File: src/rtl/enc_seq.sv
// enc_seq: TDM channel sequencer for the multi-channel ADPCM encoder.
// On each accepted frame sync it walks the channels in ascending order and
// issues one encode request per active channel. It then waits for the
// datapath to finish that channel before moving on.
// It reports frame completion, frame overrun and stalled-datapath errors.
//
// Optional feature macro: ENC_SEQ_TIMEOUT_EN
//   defined   : a per-channel WAIT timer abandons a stalled channel after
//               TIMEOUT cycles and raises the sticky timeout_err flag.
//   undefined : no timer is built, WAIT waits for enc_done indefinitely,
//               and timeout_err is tied low.
//
// Datapath handshake: enc_start is a one-cycle request carrying enc_ch.
// The request is accepted implicitly, and the sequencer then sits in WAIT
// until enc_done pulses. enc_done is honoured only in WAIT; a pulse seen in
// any other state is dropped.
module enc_seq #(
    parameter int NUM_CH  = 24,
    parameter int CH_W    = 5,
    parameter int TIMEOUT = 255
) (
    input  logic              clk,
    input  logic              reset,
    input  logic              scan_in0,
    input  logic              scan_en,
    output logic              scan_out0,
    input  logic              fs,
    input  logic              enable,
    input  logic [NUM_CH-1:0] ch_active,
    output logic              enc_start,
    output logic [CH_W-1:0]   enc_ch,
    input  logic              enc_done,
    output logic              busy,
    output logic              frame_done,
    output logic [7:0]        frame_cnt,
    output logic              overrun,
    input  logic              ovr_clr,
    output logic              timeout_err
);

    typedef enum logic [2:0] {
        ST_IDLE  = 3'd0,
        ST_SEL   = 3'd1,
        ST_START = 3'd2,
        ST_WAIT  = 3'd3,
        ST_DONE  = 3'd4
    } state_t;

    localparam logic [CH_W-1:0] LAST_PTR = CH_W'(NUM_CH);

    state_t              state;
    state_t              state_nxt;
    logic [CH_W-1:0]     ch_ptr;
    logic [CH_W-1:0]     ch_ptr_nxt;
    logic [NUM_CH-1:0]   mask;
    logic                mask_ld;
    logic                tmo_hit;
    logic [CH_W-1:0]     enc_ch_q;
    logic [7:0]          frame_cnt_q;
    logic                overrun_q;
    logic                fs_drop;

    // The scan pins are kept for the test insertion flow and carry no function.
    logic unused_scan;
    assign unused_scan = scan_in0 ^ scan_en;
    assign scan_out0   = 1'b0;

    // A frame sync that arrives while a frame is still in progress (DONE
    // included) is dropped and counts as an overrun.
    assign fs_drop = fs && (state != ST_IDLE);

`ifdef ENC_SEQ_TIMEOUT_EN
    localparam int TMR_W = (TIMEOUT > 1) ? $clog2(TIMEOUT) : 1;
    localparam logic [TMR_W-1:0] TMR_LAST = TMR_W'(TIMEOUT - 1);

    logic [TMR_W-1:0] timer;
    logic             timeout_err_q;

    // The WAIT timer is zeroed on each request and counts WAIT cycles that have no enc_done.
    always_ff @(posedge clk or negedge reset) begin
        if (!reset) begin
            timer <= '0;
        end else if (state == ST_START) begin
            timer <= '0;
        end else if ((state == ST_WAIT) && !enc_done && (timer != TMR_LAST)) begin
            timer <= timer + TMR_W'(1);
        end
    end

    // Sticky stall flag. A new timeout in the same cycle as ovr_clr wins.
    always_ff @(posedge clk or negedge reset) begin
        if (!reset) begin
            timeout_err_q <= 1'b0;
        end else if (tmo_hit) begin
            timeout_err_q <= 1'b1;
        end else if (ovr_clr) begin
            timeout_err_q <= 1'b0;
        end
    end

    assign timeout_err = timeout_err_q;
`else
    localparam int unused_timeout = TIMEOUT;
    assign timeout_err = 1'b0;
`endif

    // FSM state register and channel pointer.
    always_ff @(posedge clk or negedge reset) begin
        if (!reset) begin
            state  <= ST_IDLE;
            ch_ptr <= '0;
        end else begin
            state  <= state_nxt;
            ch_ptr <= ch_ptr_nxt;
        end
    end

    // Next-state logic. SEL inspects exactly one channel per cycle.
    always_comb begin
        state_nxt  = state;
        ch_ptr_nxt = ch_ptr;
        mask_ld    = 1'b0;
        tmo_hit    = 1'b0;
        case (state)
            ST_IDLE: begin
                if (fs && enable) begin
                    mask_ld    = 1'b1;
                    ch_ptr_nxt = '0;
                    state_nxt  = ST_SEL;
                end
            end
            ST_SEL: begin
                if (ch_ptr == LAST_PTR) begin
                    state_nxt = ST_DONE;
                end else if (mask[ch_ptr]) begin
                    state_nxt = ST_START;
                end else begin
                    ch_ptr_nxt = ch_ptr + CH_W'(1);
                end
            end
            ST_START: begin
                state_nxt = ST_WAIT;
            end
            ST_WAIT: begin
                if (enc_done) begin
                    ch_ptr_nxt = ch_ptr + CH_W'(1);
                    state_nxt  = ST_SEL;
                end
`ifdef ENC_SEQ_TIMEOUT_EN
                else if (timer == TMR_LAST) begin
                    tmo_hit    = 1'b1;
                    ch_ptr_nxt = ch_ptr + CH_W'(1);
                    state_nxt  = ST_SEL;
                end
`endif
            end
            ST_DONE: begin
                state_nxt = ST_IDLE;
            end
            default: begin
                state_nxt = ST_IDLE;
            end
        endcase
    end

    // The channel mask is captured only when a frame is accepted, so later changes to ch_active do not affect the current frame.
    always_ff @(posedge clk or negedge reset) begin
        if (!reset) begin
            mask <= '0;
        end else if (mask_ld) begin
            mask <= ch_active;
        end
    end

    // enc_ch is loaded when a request is issued. It holds its last value otherwise.
    always_ff @(posedge clk or negedge reset) begin
        if (!reset) begin
            enc_ch_q <= '0;
        end else if ((state == ST_SEL) && (state_nxt == ST_START)) begin
            enc_ch_q <= ch_ptr;
        end
    end

    // Completed-frame counter. It wraps naturally at 8 bits.
    always_ff @(posedge clk or negedge reset) begin
        if (!reset) begin
            frame_cnt_q <= '0;
        end else if (state == ST_DONE) begin
            frame_cnt_q <= frame_cnt_q + 8'd1;
        end
    end

    // Sticky overrun flag. A new overrun in the same cycle as ovr_clr wins.
    always_ff @(posedge clk or negedge reset) begin
        if (!reset) begin
            overrun_q <= 1'b0;
        end else if (fs_drop) begin
            overrun_q <= 1'b1;
        end else if (ovr_clr) begin
            overrun_q <= 1'b0;
        end
    end

    assign enc_start  = (state == ST_START);
    assign busy       = (state != ST_IDLE);
    assign frame_done = (state == ST_DONE);
    assign enc_ch     = enc_ch_q;
    assign frame_cnt  = frame_cnt_q;
    assign overrun    = overrun_q;

endmodule

File: config.mk
export PLATFORM = sky130hd
export DESIGN_NAME = enc_seq
export DESIGN_NICKNAME = d
export VERILOG_FILES = /design/src/rtl/enc_seq.sv
export SDC_FILE = /design/constraint.sdc
export NUM_CORES = 1
export LEC_CHECK = 0
export ABC_AREA = 0
export BUFFER_PORTS_ARGS = -buffer_cell sky130_fd_sc_hd__buf_2
export CORE_ASPECT_RATIO = 1.5
export CORE_MARGIN = 3
export CORE_UTILIZATION = 30
export CTS_BUF_LIST = sky130_fd_sc_hd__clkbuf_8
export DETAILED_ROUTE_END_ITERATION = 8
export PLACE_DENSITY = 0.62
export REMOVE_ABC_BUFFERS = 1
export SLEW_MARGIN = 20
export SYNTH_ARGS = -nofsm -noshare
export SYNTH_HDL_FRONTEND = slang
export SYNTH_SLANG_ARGS = --single-unit
File: constraint.sdc
create_clock -name clk -period 3.2 [get_ports clk]
set_input_delay 0.16 -clock clk [delete_from_list [all_inputs] [get_ports clk]]
set_output_delay 0.16 -clock clk [all_outputs]
set_load 0.05 [all_outputs]
==> results.py <==
metrics = {
    "setup_path": {
        "startpoint_type": "register",
        "cp-end-kind": "register",
        "cp_max_fo": 11,
        "critical_path_class": "register to register",
        "cp.arrival_ns": 2.91,
        "worstPathRequired_ns": 3.43,
    },
    "grt": {
        "antenna_found_initial": 0,
        "grt_overflow": 0,
        "grtUsageTotal": 0.110,
        "grt_pass1_wl_um": 6880,
        "grt_start_max_net_pins": 47,
        "grt_pass1_vias": 1456,
    },
    "cts": {
        "numClockSinks": 46,
        "cts_setup_buffers": 0,
        "clock-root-buffer": "clkbuf_8",
        "cts_buffers": 5,
        "cts.repair.resized": 0,
        "htree_levels": 2,
        "clk_pin_slew_ns": 0.08,
        "cts_buffer_depth": 2,
        "clk-insertion-delay-late_ns": 0.29,
        "tritoncts": "built",
    },
    "logic_synthesis": {
        "synth_area_um2": 2140,
        "ys_seq_area_frac": 0.537,
        "yosysUniqueCellTypes": 35,
        "ys_seq_elements": 46,
        "syn_inst": 165,
        "synth_top_area_frac": 0.537,
        "synth_edf_count": 0,
        "synth_top_area_cell": "dfrtp_1",
        "ys.flop_type": "dfrtp_1",
        "ys_async_sr_fraction": 1.00,
        "synth.avg_cell_area_um2": 13.0,
        "ys_warn_count": 0,
        "synth.area.top_cells": "dfrtp_1 (54%), mux2_2 (14%), mux4_2 (7.4%)",
    },
    "place": {
        "post_dp_cell_area_um2": 2430,
        "portBuffers": 46,
        "placedCellCount": 281,
        "place_ws_ns": 0.514,
        "dp.final_hpwl_um": 2950,
        "gp_congestion": 0.745,
    },
    "route": {
        "wl_um": 4090,
        "vias": 1420,
        "drc": 0,
        "drtIter0Drc": 59,
        "vias_per_cell": 4.91,
        "avgRoutedWirePerCell_um": 14.2,
        "ant_nets": 0,
        "dr.pass1.iters": 4,
    },
    "run_status": {
        "run_status": "completed",
    },
    "finish": {
        "num_antenna_cells": 0,
        "finalNonFillerCells": 289,
        "area_growth_syn_to_layout_pct": 17.5,
        "fin_util": 0.365,
        "post-route-cell-area_um2": 2520,
        "drive_gt1_frac": 0.427,
        "nets": 246,
    },
    "power": {
        "total_power_mw": 2.24,
        "ir_drop_mv": 0.369,
        "power_density_nw_per_um2": 890,
        "leakagePower_nw": 1.19,
    },
    "timing": {
        "setup_viol": 0,
        "relSlewSlack": 0.603,
        "tns_ns": 0,
        "final_max_slew_viol_count": 0,
        "finClkSkew_ns": 0.00781,
        "rsz0062_at_grt": "false",
        "final.period_utilization": 0.837,
        "timing.hold.ws_ns": 0.0588,
        "worst_pin_slew_ns": 0.596,
        "worst_slack_ns": 0.520,
        "max_clock_freq_mhz": 373,
        "hold_viol": 0,
        "period_needed_ns": 2.68,
    },
    "flow_run": {
        "max_cap_viol_count": 0,
    },
    "floorplan": {
        "io_pins": 51,
        "start_util": 0.311,
        "core.rowCount": 37,
        "die_w_um": 75.0,
        "die_area_um2": 8220,
        "design.core.area_um2": 6900,
        "die_h_um": 110,
    },
    "hold_path": {
        "min_path_type": "input port to register",
    },
}
-- layout by cell type (no fill, tap or decap), drive strengths merged, types with 3 or more instances in the layout --
| cell | count |
|---|---|
| and3 | 3 |
| nor2 | 6 |
| nand4 | 4 |
| nand3 | 4 |
| nor3 | 3 |
| dfrtp | 46 |
| o21ai | 3 |
| a21oi | 3 |
| mux2 | 30 |
| inv | 6 |
| clkbuf | 5 |
| buf | 48 |
| mux4 | 7 |
| xnor2 | 6 |
| nand2 | 12 |
| ha | 3 |
-- cell usage after synthesis, types with 2 or more instances --
master	count
o21ai_0	3
buf_4	2
and3_1	3
xnor2_1	6
a21oi_1	2
ha_1	3
nand4_1	4
mux2_1	4
nand4b_1	2
mux2i_1	2
nor3_1	3
nand2_1	12
nor2_1	6
nor4_1	2
nand3_1	4
buf_1	2
inv_1	6
clkbuf_1	5
mux2_2	26
mux4_2	7
buf_6	2
dfrtp_1	46
-- critical path: stages, from the launching register on --
cell and delay [ns]:
dfrtp_1 0.70, mux4_2 0.58, mux4_2 0.50, nand2b_2 0.10, a21oi_2 0.15, or4_1 0.51
nand2_1 0.09
-- layer usage --
layer  wire [um]  GRT usage
met4          51     0.0382
met5           0          0
met1        1720      0.135
met3         212     0.0284
met2        2100      0.186
-- final timing paths --
check,startpoint,to,slack [ns],cells after the start
setup / recovery,ch_ptr[0],ch_ptr[2],0.52,6
hold / removal,ovr_clr,overrun,0.06,2
setup reg to reg,ch_ptr[0],ch_ptr[2],0.52,6
hold reg to reg,frame_cnt[7],frame_cnt[7],0.47,1
max in group asynchronous,reset,frame_cnt[5],2.37,2
min in group asynchronous,reset,overrun,0.41,2
-- cells by family after synthesis --
family	synth area share
buffers and inverters	0.0403
adders and majority gates	0.0175
xor gates and xnor gates	0.0286
muxes	0.241
other	0.00175
and+or+nand+nor	0.101
AOI/OAI and AO/OA	0.0333
DFF	0.537
-- where the power goes --
| group | internal [mW] | switching [mW] | total [mW] |
|---|---|---|---|
| logic | 0.444 | 0.465 | 0.909 |
| clock network | 0.147 | 0.185 | 0.332 |
| registers | 0.807 | 0.192 | 0.999 |
| total | 1.40 | 0.842 | 2.24 |
-- repair_timing --
item / CTS / global route
endpoints found under the hold margin: 0 / 46
endpoints found under the setup margin: 0 / 0
hold buffers: 0 / 1
-- flip-flops by register name, indices dropped and copies added, names as in the netlist --
signal / cells
frame_cnt: 8
mask: 24
state: 3
enc_ch: 5
overrun: 1
ch_ptr: 5
-- cell type report --
class | instances | area, um^2
Sequential cell | 46 | 1150
Multi-Input combinational cell | 103 | 910
Fill cell | 696 | 4380
Tap cell | 78 | 97.6
Clock inverter | 2 | 10.0
Clock buffer | 5 | 68.8
Inverter | 6 | 22.5
Timing Repair Buffer | 49 | 258
No activity file was read; power rests on OpenSTA's default activity.
